<file path="src/rtl/multi_debounce_if.sv">
// rtl/multi_debounce_if.sv - button pins and debounced event bundle shared by all consumers
interface multi_debounce_if #(
  parameter int CH = 4
);
  logic [CH-1:0] btn_in;
  logic [CH-1:0] btn_level;
  logic [CH-1:0] btn_press;
  logic [CH-1:0] btn_rel;
  logic [CH-1:0] btn_long;
  logic [CH-1:0] btn_rpt;

  // master: the debouncer; slave: the pin source / event consumers
  modport master (
    input  btn_in,
    output btn_level, btn_press, btn_rel, btn_long, btn_rpt
  );
  modport slave (
    output btn_in,
    input  btn_level, btn_press, btn_rel, btn_long, btn_rpt
  );
endinterface

</file>
<file path="src/rtl/multi_debounce.sv">
// rtl/multi_debounce.sv - per-channel sync, stability filter, press/release/long/repeat events
// Optional auto-repeat (btn_rpt) is built only when MULTI_DEBOUNCE_REPEAT_EN is defined.
module multi_debounce #(
  parameter int CH         = 4,
  parameter int STABLE_CYC = 20000,
  parameter int LONG_CYC   = 1000000,
  parameter int REPEAT_CYC = 200000,
  parameter int ACTIVE_LOW = 1
) (
  input  logic                 clk,
  input  logic                 rst,
  multi_debounce_if.master     btn
);

  localparam int STB_W = $clog2(STABLE_CYC);
  localparam int HLD_W = $clog2(LONG_CYC + 1);
  localparam logic IDLE_PIN = (ACTIVE_LOW != 0);
  localparam logic [STB_W-1:0] STB_LAST = STB_W'(STABLE_CYC - 1);
  localparam logic [HLD_W-1:0] HLD_MAX  = HLD_W'(LONG_CYC);
  localparam logic [HLD_W-1:0] HLD_PRE  = HLD_W'(LONG_CYC - 1);
`ifdef MULTI_DEBOUNCE_REPEAT_EN
  localparam int RPC_W = (REPEAT_CYC > 1) ? $clog2(REPEAT_CYC) : 1;
  localparam logic [RPC_W-1:0] RPC_LAST = RPC_W'(REPEAT_CYC - 1);
`endif

  logic [CH-1:0] level_v;
  logic [CH-1:0] press_v;
  logic [CH-1:0] rel_v;
  logic [CH-1:0] long_v;
  logic [CH-1:0] rpt_v;

  for (genvar i = 0; i < CH; i++) begin : g_ch
    logic             s1;
    logic             s2;
    logic             level;
    logic             press;
    logic             rel;
    logic             lng;
    logic [STB_W-1:0] stb;
    logic [HLD_W-1:0] hld;
    logic             norm;
    logic             accept;
    logic             rel_now;

    assign norm    = s2 ^ IDLE_PIN;
    assign accept  = (norm != level) && (stb == STB_LAST);
    assign rel_now = accept && !norm;

    always_ff @(posedge clk) begin
      if (rst) begin
        s1    <= IDLE_PIN;
        s2    <= IDLE_PIN;
        level <= 1'b0;
        press <= 1'b0;
        rel   <= 1'b0;
        lng   <= 1'b0;
        stb   <= '0;
        hld   <= '0;
      end else begin
        s1    <= btn.btn_in[i];
        s2    <= s1;
        press <= accept && norm;
        rel   <= rel_now;
        if (norm == level) begin
          stb <= '0;
        end else if (accept) begin
          level <= norm;
          stb   <= '0;
        end else begin
          stb <= stb + 1'b1;
        end
        if (!level) begin
          hld <= '0;
        end else if (hld != HLD_MAX) begin
          hld <= hld + 1'b1;
        end
        // a release accepted on the very edge the hold matures suppresses the long pulse
        lng <= level && (hld == HLD_PRE) && !rel_now;
      end
    end

`ifdef MULTI_DEBOUNCE_REPEAT_EN
    logic [RPC_W-1:0] rpc;
    logic             rpt;

    // repeat is armed once hld has saturated, i.e. from the edge after btn_long
    always_ff @(posedge clk) begin
      if (rst) begin
        rpc <= '0;
        rpt <= 1'b0;
      end else if (!level || (hld != HLD_MAX)) begin
        rpc <= '0;
        rpt <= 1'b0;
      end else if (rpc == RPC_LAST) begin
        rpc <= '0;
        rpt <= !rel_now;
      end else begin
        rpc <= rpc + 1'b1;
        rpt <= 1'b0;
      end
    end
    assign rpt_v[i] = rpt;
`else
    assign rpt_v[i] = 1'b0;
`endif

    assign level_v[i] = level;
    assign press_v[i] = press;
    assign rel_v[i]   = rel;
    assign long_v[i]  = lng;
  end

  assign btn.btn_level = level_v;
  assign btn.btn_press = press_v;
  assign btn.btn_rel   = rel_v;
  assign btn.btn_long  = long_v;
  assign btn.btn_rpt   = rpt_v;

endmodule
</file>
<file path="src/flat_wrapper.sv">
// flat-port wrapper written by rule: the top's interface ports become plain ports
module multi_debounce_flat 
#(
  parameter int CH         = 4,
  parameter int STABLE_CYC = 20000,
  parameter int LONG_CYC   = 1000000,
  parameter int REPEAT_CYC = 200000,
  parameter int ACTIVE_LOW = 1
)
  (clk, rst, btn_btn_in, btn_btn_level, btn_btn_press, btn_btn_rel, btn_btn_long, btn_btn_rpt);
  multi_debounce_if #(.CH(CH)) btn_i ();
  input  logic clk;
  input  logic rst;
  input wire logic [$bits(btn_i.btn_in)-1:0] btn_btn_in;
  output wire logic [$bits(btn_i.btn_level)-1:0] btn_btn_level;
  output wire logic [$bits(btn_i.btn_press)-1:0] btn_btn_press;
  output wire logic [$bits(btn_i.btn_rel)-1:0] btn_btn_rel;
  output wire logic [$bits(btn_i.btn_long)-1:0] btn_btn_long;
  output wire logic [$bits(btn_i.btn_rpt)-1:0] btn_btn_rpt;
  assign btn_i.btn_in = btn_btn_in;
  assign btn_btn_level = btn_i.btn_level;
  assign btn_btn_press = btn_i.btn_press;
  assign btn_btn_rel = btn_i.btn_rel;
  assign btn_btn_long = btn_i.btn_long;
  assign btn_btn_rpt = btn_i.btn_rpt;
  multi_debounce #(.CH(CH), .STABLE_CYC(STABLE_CYC), .LONG_CYC(LONG_CYC), .REPEAT_CYC(REPEAT_CYC), .ACTIVE_LOW(ACTIVE_LOW)) u_core (.clk(clk), .rst(rst), .btn(btn_i));
endmodule
</file>
<file path="config.mk">
export PLATFORM = sky130hd
export DESIGN_NAME = multi_debounce_flat
export DESIGN_NICKNAME = d
export VERILOG_FILES = /design/src/rtl/multi_debounce_if.sv /design/src/rtl/multi_debounce.sv /design/src/flat_wrapper.sv
export SDC_FILE = /design/constraint.sdc
export NUM_CORES = 1
export LEC_CHECK = 0
export ABC_AREA = 1
export CAP_MARGIN = 10
export CORE_MARGIN = 2
export CORE_UTILIZATION = 30
export DETAILED_ROUTE_END_ITERATION = 16
export GPL_ROUTABILITY_DRIVEN = 1
export GPL_TIMING_DRIVEN = 0
export SETUP_SLACK_MARGIN = 0.5
export SYNTH_ARGS = -nofsm -noshare
export SYNTH_HDL_FRONTEND = slang
export SYNTH_SLANG_ARGS = --single-unit
</file>
<file path="constraint.sdc">
create_clock -name clk -period 1.87 [get_ports clk]
set_input_delay 0.187 -clock clk [delete_from_list [all_inputs] [get_ports clk]]
set_output_delay 0.187 -clock clk [all_outputs]
set_load 0.01 [all_outputs]
</file>
# [Word-level counts from Yosys, hierarchy flattened]
# Cells that the tools add are included.
[word_totals] out_inout_bits=20 register_bits=164 romBits=0 in_bits=6 ram_bits=0 latch_bits=0 mem_count=0 elab_cells=108
[classes] n_reduce_logical=36 magnitude_cmp=0 n_addsub=8 n_eq_ne=20 n_shift=0 muxes=0 mul=0 n_bitwise=12 n_div=0
[ops] op="20-bit by 1-bit adder with 20-bit output, second input constant" count=4
[ops] op="20-bit equality test, second input constant" count=4
[ops] op="20-bit != test, second input constant" count=4
[ops] op="15-bit by 1-bit adder with 15-bit output, second input constant" count=4
[ops] op="15-bit equality test, second input constant" count=4
[ops] op="1-bit logical AND" count=20
[ops] op="1-bit inverter" count=12
[ops] op="3-bit OR reduction" count=4
[ops] op="2-bit AND reduction" count=4
[ops] op="2-bit OR reduction" count=4
[ops] op="1-bit equality test" count=4
[ops] op="1-bit logical NOT" count=4
[ops] op="1-bit != test" count=4

# [Logic depth before layout (Yosys ltp)]
[depth] word_depth=6 depth_mapped=9 depth_no_buf=9

# [Worst setup path after synthesis]
# No wires, ideal clock.
[synth_timing] path_type="reg2reg" start="register u_core.g_ch[2].stb[0]" end="register u_core.g_ch[2].stb[3]" path_slack_ps=500 required_time_ps=1750 n_path_buf=1 synth_period_minus_slack_ps=1370 stages_incl_launch_ff=9 arrival_ps=1250 setup_ps=120 path_cell_list="dfxtp_1 > ha_1 > nand3_2 > nand3b_4 > nor2_4 > nor2_4 > inv_4 > buf_12 > nor2_4"
[synth_via] elab_chain_len=3 elab_cells_between_ends=4 classes_between="add/sub: 1; eq/ne: 1; reduce/logical: 2"
[synth_lines] item="from (decl)" line="multi_debounce.sv:39" rtl="logic [STB_W-1:0] stb;"
[synth_lines] item="from (signal assigned)" line="multi_debounce.sv:70" rtl="stb <= stb + 1'b1;"
[synth_lines] item="branches (longest 3 deep; another with 15-bit by 1-bit adder with 15-bit output)"
# Several ways; the timed one is not identified.
# A chain may end at the register's enable or synchronous reset.

# [Worst setup path after layout]
[layout_timing] start="register u_core.g_ch[3].stb[1]" end="register u_core.g_ch[3].stb[10]"
[layout_via] elab_chain_len=3 elab_cells_between_ends=4 classes_between="add/sub: 1; eq/ne: 1; reduce/logical: 2"
[layout_lines] item="from (decl)" line="multi_debounce.sv:39"
[layout_lines] item="from (signal assigned)" line="multi_debounce.sv:70"
[layout_lines] item="branches (longest 3 deep; another with 15-bit by 1-bit adder with 15-bit output)"
# Several ways; the timed one is not identified.

==> flow_metrics.py <==
metrics = {
    "detailed_routing": {
        "dr.pass1.iters": 5,
        "ant_nets": 0,
        "drt_wl_total_microns": 17800,
        "detail_route.vias_per_cell": 4.50,
        "dr_total_vias": 7352,
        "drt_iter0_drc": 389,
        "wl_per_cell_microns": 10.9,
        "drc": 0,
    },
    "worst_hold_path": {
        "whs_path_depth": 2,
        "hold_path_end": "u_core.g_ch[0].s1",
        "min-delay-start": "btn_btn_in[0]",
        "min_path_type": "in -> reg",
    },
    "worst_setup_path": {
        "endpoint_kind": "flop",
        "cp_top_family": "simple AND/OR/NAND/NOR gates",
        "reg2reg_depth": 7,
        "worstReg2RegStart": "u_core.g_ch[3].stb[1]",
        "cp_slowest_stage_delay_ns": 0.35,
        "r2r_slack_ns": 0.46,
        "crit_arrival_ns": 1.72,
        "path_cells": "ha_4 -> nand2_4 -> nor2_1 -> nand2_1 -> nor2_1 -> xnor2_1 -> nor2_2",
        "crit_fanout": 4,
        "crit_type": "reg -> reg",
        "path_common_cell": "nor2_1",
        "critPathRequiredTime_ns": 2.18,
        "start_kind": "flop",
        "slowest_stage": "dfxtp_2",
        "crit_buf_inv": 0,
        "rr_endpoint": "u_core.g_ch[3].stb[10]",
    },
    "cts": {
        "cts_root_buf": "clkbuf_16",
        "path_clk_slew_ns": 0.07,
        "cts_buffers": 17,
        "cts_max_level": 4,
        "clkLatencyLatePin_ns": 0.43,
        "ctsLongestPathBuffers": 2,
        "cts.sinks": 164,
        "cts_tree": "done",
    },
    "synth": {
        "synth_warnings": 0,
        "synth_edf_count": 0,
        "ys.flop_type": "dfxtp_1",
        "ys_ff_latch": 164,
        "ys_types": 36,
        "synth_common_cells": "nand2_1 (239), nor2_1 (209), dfxtp_1 (164)",
        "synth.avg_cell_area_sq_um": 7.06,
        "synth_top_area_cell": "dfxtp_1",
        "synth.most_common_cell": "nand2_1",
        "synth_compound_area_share_pct": 7.71,
        "synth_top_family_by_area": "simple AND/OR/NAND/NOR gates",
        "synthMuxAreaShare_pct": 0,
        "synth_xor_area_share_pct": 4.01,
        "netlist_area_sq_um": 8310,
        "synthTopCellsByArea": "dfxtp_1 (40%), nand2_1 (11%), nor2_1 (9.4%)",
        "ys_seq_area_share_pct": 39.5,
        "postSynthCellCount": 1177,
        "synthArstFlopShare_pct": 0,
        "synthAdderAreaFrac_pct": 1.81,
        "synth-simple-area-share_pct": 38.1,
        "synthDominantCellAreaShare_pct": 39.5,
    },
    "place": {
        "place_congestion": 0.793,
        "dp_hpwl_microns": 12200,
        "pre_cts_slack_ns": -0.158,
        "port-buffer-count": 21,
    },
    "timing": {
        "finalCritPeriodShare_pct": 75.4,
        "fin_crit_ns": 1.41,
        "setup_ws_ns": 0.461,
        "max_freq_mhz": 710,
        "finalSetupViolations": 0,
        "drv_slew": 0,
        "fin_hold_ws_ns": 0.316,
        "worst_pin_slew_ns": 0.583,
        "timing.slew.headroom_pct": 61.1,
        "hold_viol": 0,
        "rsz0062_at_grt": "yes",
        "finClkSkew_ns": 0.0120,
    },
    "run": {
        "max_cap_viol_count": 0,
    },
    "power": {
        "pwr-share-seq_pct": 47.6,
        "combPwrFrac_pct": 1.4,
        "p_switching_mw": 1.54,
        "ir_drop_uv": 571,
        "leakagePower_nw": 3.46,
        "power_mw": 7.35,
        "powerDensity_nw_per_um2": 710,
        "internal_power_mw": 5.81,
        "swShare_pct": 20.9,
        "clkPwrFrac_pct": 51.0,
    },
    "layout": {
        "diodes": 0,
        "area_delta_synth_final_pct": 24.6,
        "multiInputGateArea_sq_um": 4680,
        "final_layout_size_suffix_gt1_share_pct": 21.7,
        "register_area_sq_um": 3350,
        "final_nets": 1268,
        "fill_cells": 2802,
    },
    "floorplan": {
        "fp.dieH_microns": 170,
        "die_x_microns": 170,
        "row_count": 60,
        "start_util_pct": 30.7,
        "core_sq_um": 27100,
        "dieArea_sq_um": 29000,
        "io_pins": 26,
    },
    "global_routing": {
        "grt_overflow": 0,
        "grt_pass1_wl_microns": 30000,
        "grt_pass1_vias": 6740,
        "grt_max_degree": 17,
        "grt_usage_pct": 12.5,
        "antenna_found_initial": 0,
    },
    "status": {
        "status": "finished clean",
    },
}
-- routing by layer --
metal	vias to the layer above	global-route usage (%)	share of wire, %
met5	-	0	0
met4	0	4.27	1.2
li1	3912	-	-
met2	85	21.2	47
met3	20	2.37	2.7
met1	3335	15.7	49
-- stage by stage --
step | utilization [%] | cell area, sq um | setup TNS, ns | cells
3_3_place_gp | 33.2 | 9000 | -1.30 | 1573
4_1_cts | 36.8 | 9970 | 0 | 1625
6_report | 38.2 | 10300 | 0 | 1635
3_5_place_dp | 33.2 | 9000 | -1.49 | 1573
2_1_floorplan | - | 8320 | 0 | 1180
5_1_grt | 38.2 | 10300 | 0 | 1635
-- state kept, by name (all words and copies together) (netlist names) --
name and count:
u_core.g_ch.press 4, u_core.g_ch.rel 4, u_core.g_ch.hld 80, u_core.g_ch.s2 4, u_core.g_ch.lng 4, u_core.g_ch.level 4, u_core.g_ch.stb 60, u_core.g_ch.s1 4
-- cell usage in the layout (no fill, tap or decap), types with 4 or more instances in the layout --
cell type / instances
or2_2: 9
nand3b_1: 13
nor2_2: 36
ha_4: 6
a21oi_1: 74
buf_4: 41
clkbuf_16: 17
xor2_1: 26
inv_1: 111
nand3_4: 5
o21ai_1: 9
nand2_1: 231
o21ai_0: 36
nor2_4: 32
nand3_2: 9
buf_2: 4
nand2_4: 7
buf_6: 9
dfxtp_4: 9
dlygate4sd2_1: 13
dfxtp_1: 128
nor2_1: 182
nor3_1: 18
dfxtp_2: 27
clkdlybuf4s50_1: 4
bufinv_16: 4
clkinvlp_4: 4
conb_1: 4
nand3_1: 75
xnor2_1: 12
nand4_1: 35
clkdlybuf4s15_1: 4
inv_2: 16
nand2_2: 11
a21oi_2: 6
ha_1: 4
-- worst reg2reg max path, delay by kind of cell (launching register included) --
kind / cells / cell delay (ns)
AND/OR/NAND/NOR: 5 / 0.62
flip-flops: 1 / 0.35
XOR/XNOR: 1 / 0.17
adder cells (fa/ha/maj): 1 / 0.15
-- power by group through the flow --
stage | Sequential, mW | Clock (mW) | Combinational, mW
2_1_floorplan | 3.59 | 0 | 0.0489
3_3_place_gp | 3.59 | 0 | 0.0771
3_5_place_dp | 3.59 | 0 | 0.0778
4_1_cts | 3.51 | 3.84 | 0.102
5_1_grt | 3.50 | 3.99 | 0.115
6_report | 3.50 | 3.75 | 0.106
-- final cells by class --
| cell class | instances | share of cell area (%) |
|---|---|---|
| tap | 372 | 4.50 |
| clock inverter | 12 | 1.72 |
| multi-input combinational | 856 | 45.2 |
| timing repair buffer | 51 | 4.78 |
| buffer | 30 | 2.35 |
| sequential | 164 | 32.4 |
| inverter | 130 | 4.79 |
| clock buffer | 20 | 4.32 |
-- cells by family (layout without fill, tap and decap cells) --
kind of cell	Yosys count	after routing
compound gates	127	127
xor+xnor	38	38
fa+ha+maj	12	12
buf+inv	160	243
flops	164	164
other cells	1	4
simple gates	675	675
-- timing repair --
item                       4_1_cts  5_1_grt
buffers inserted                17       10
setup endpoints to repair      119      112
cloned                           3        0
gates resized for setup         68      104
pin swaps                        8       24
hold buffers                     0        0
-- how the worst max path moves through the flow --
stage                                        end                  start  slack (ns)  cells after the start
final                     u_core.g_ch[3].stb[10]  u_core.g_ch[3].stb[1]        0.46                      7
after global routing      u_core.g_ch[0].hld[12]  u_core.g_ch[0].hld[0]        0.40                      6
after CTS                 u_core.g_ch[3].stb[10]  u_core.g_ch[3].stb[0]        0.49                     10
after detailed placement   u_core.g_ch[3].hld[9]                    rst       -0.16                      6
after global placement      u_core.g_ch[0].level                    rst       -0.11                      5
after floorplan            u_core.g_ch[2].stb[3]  u_core.g_ch[2].stb[0]        0.51                      8
No activity file was read; power rests on OpenSTA's default activity.
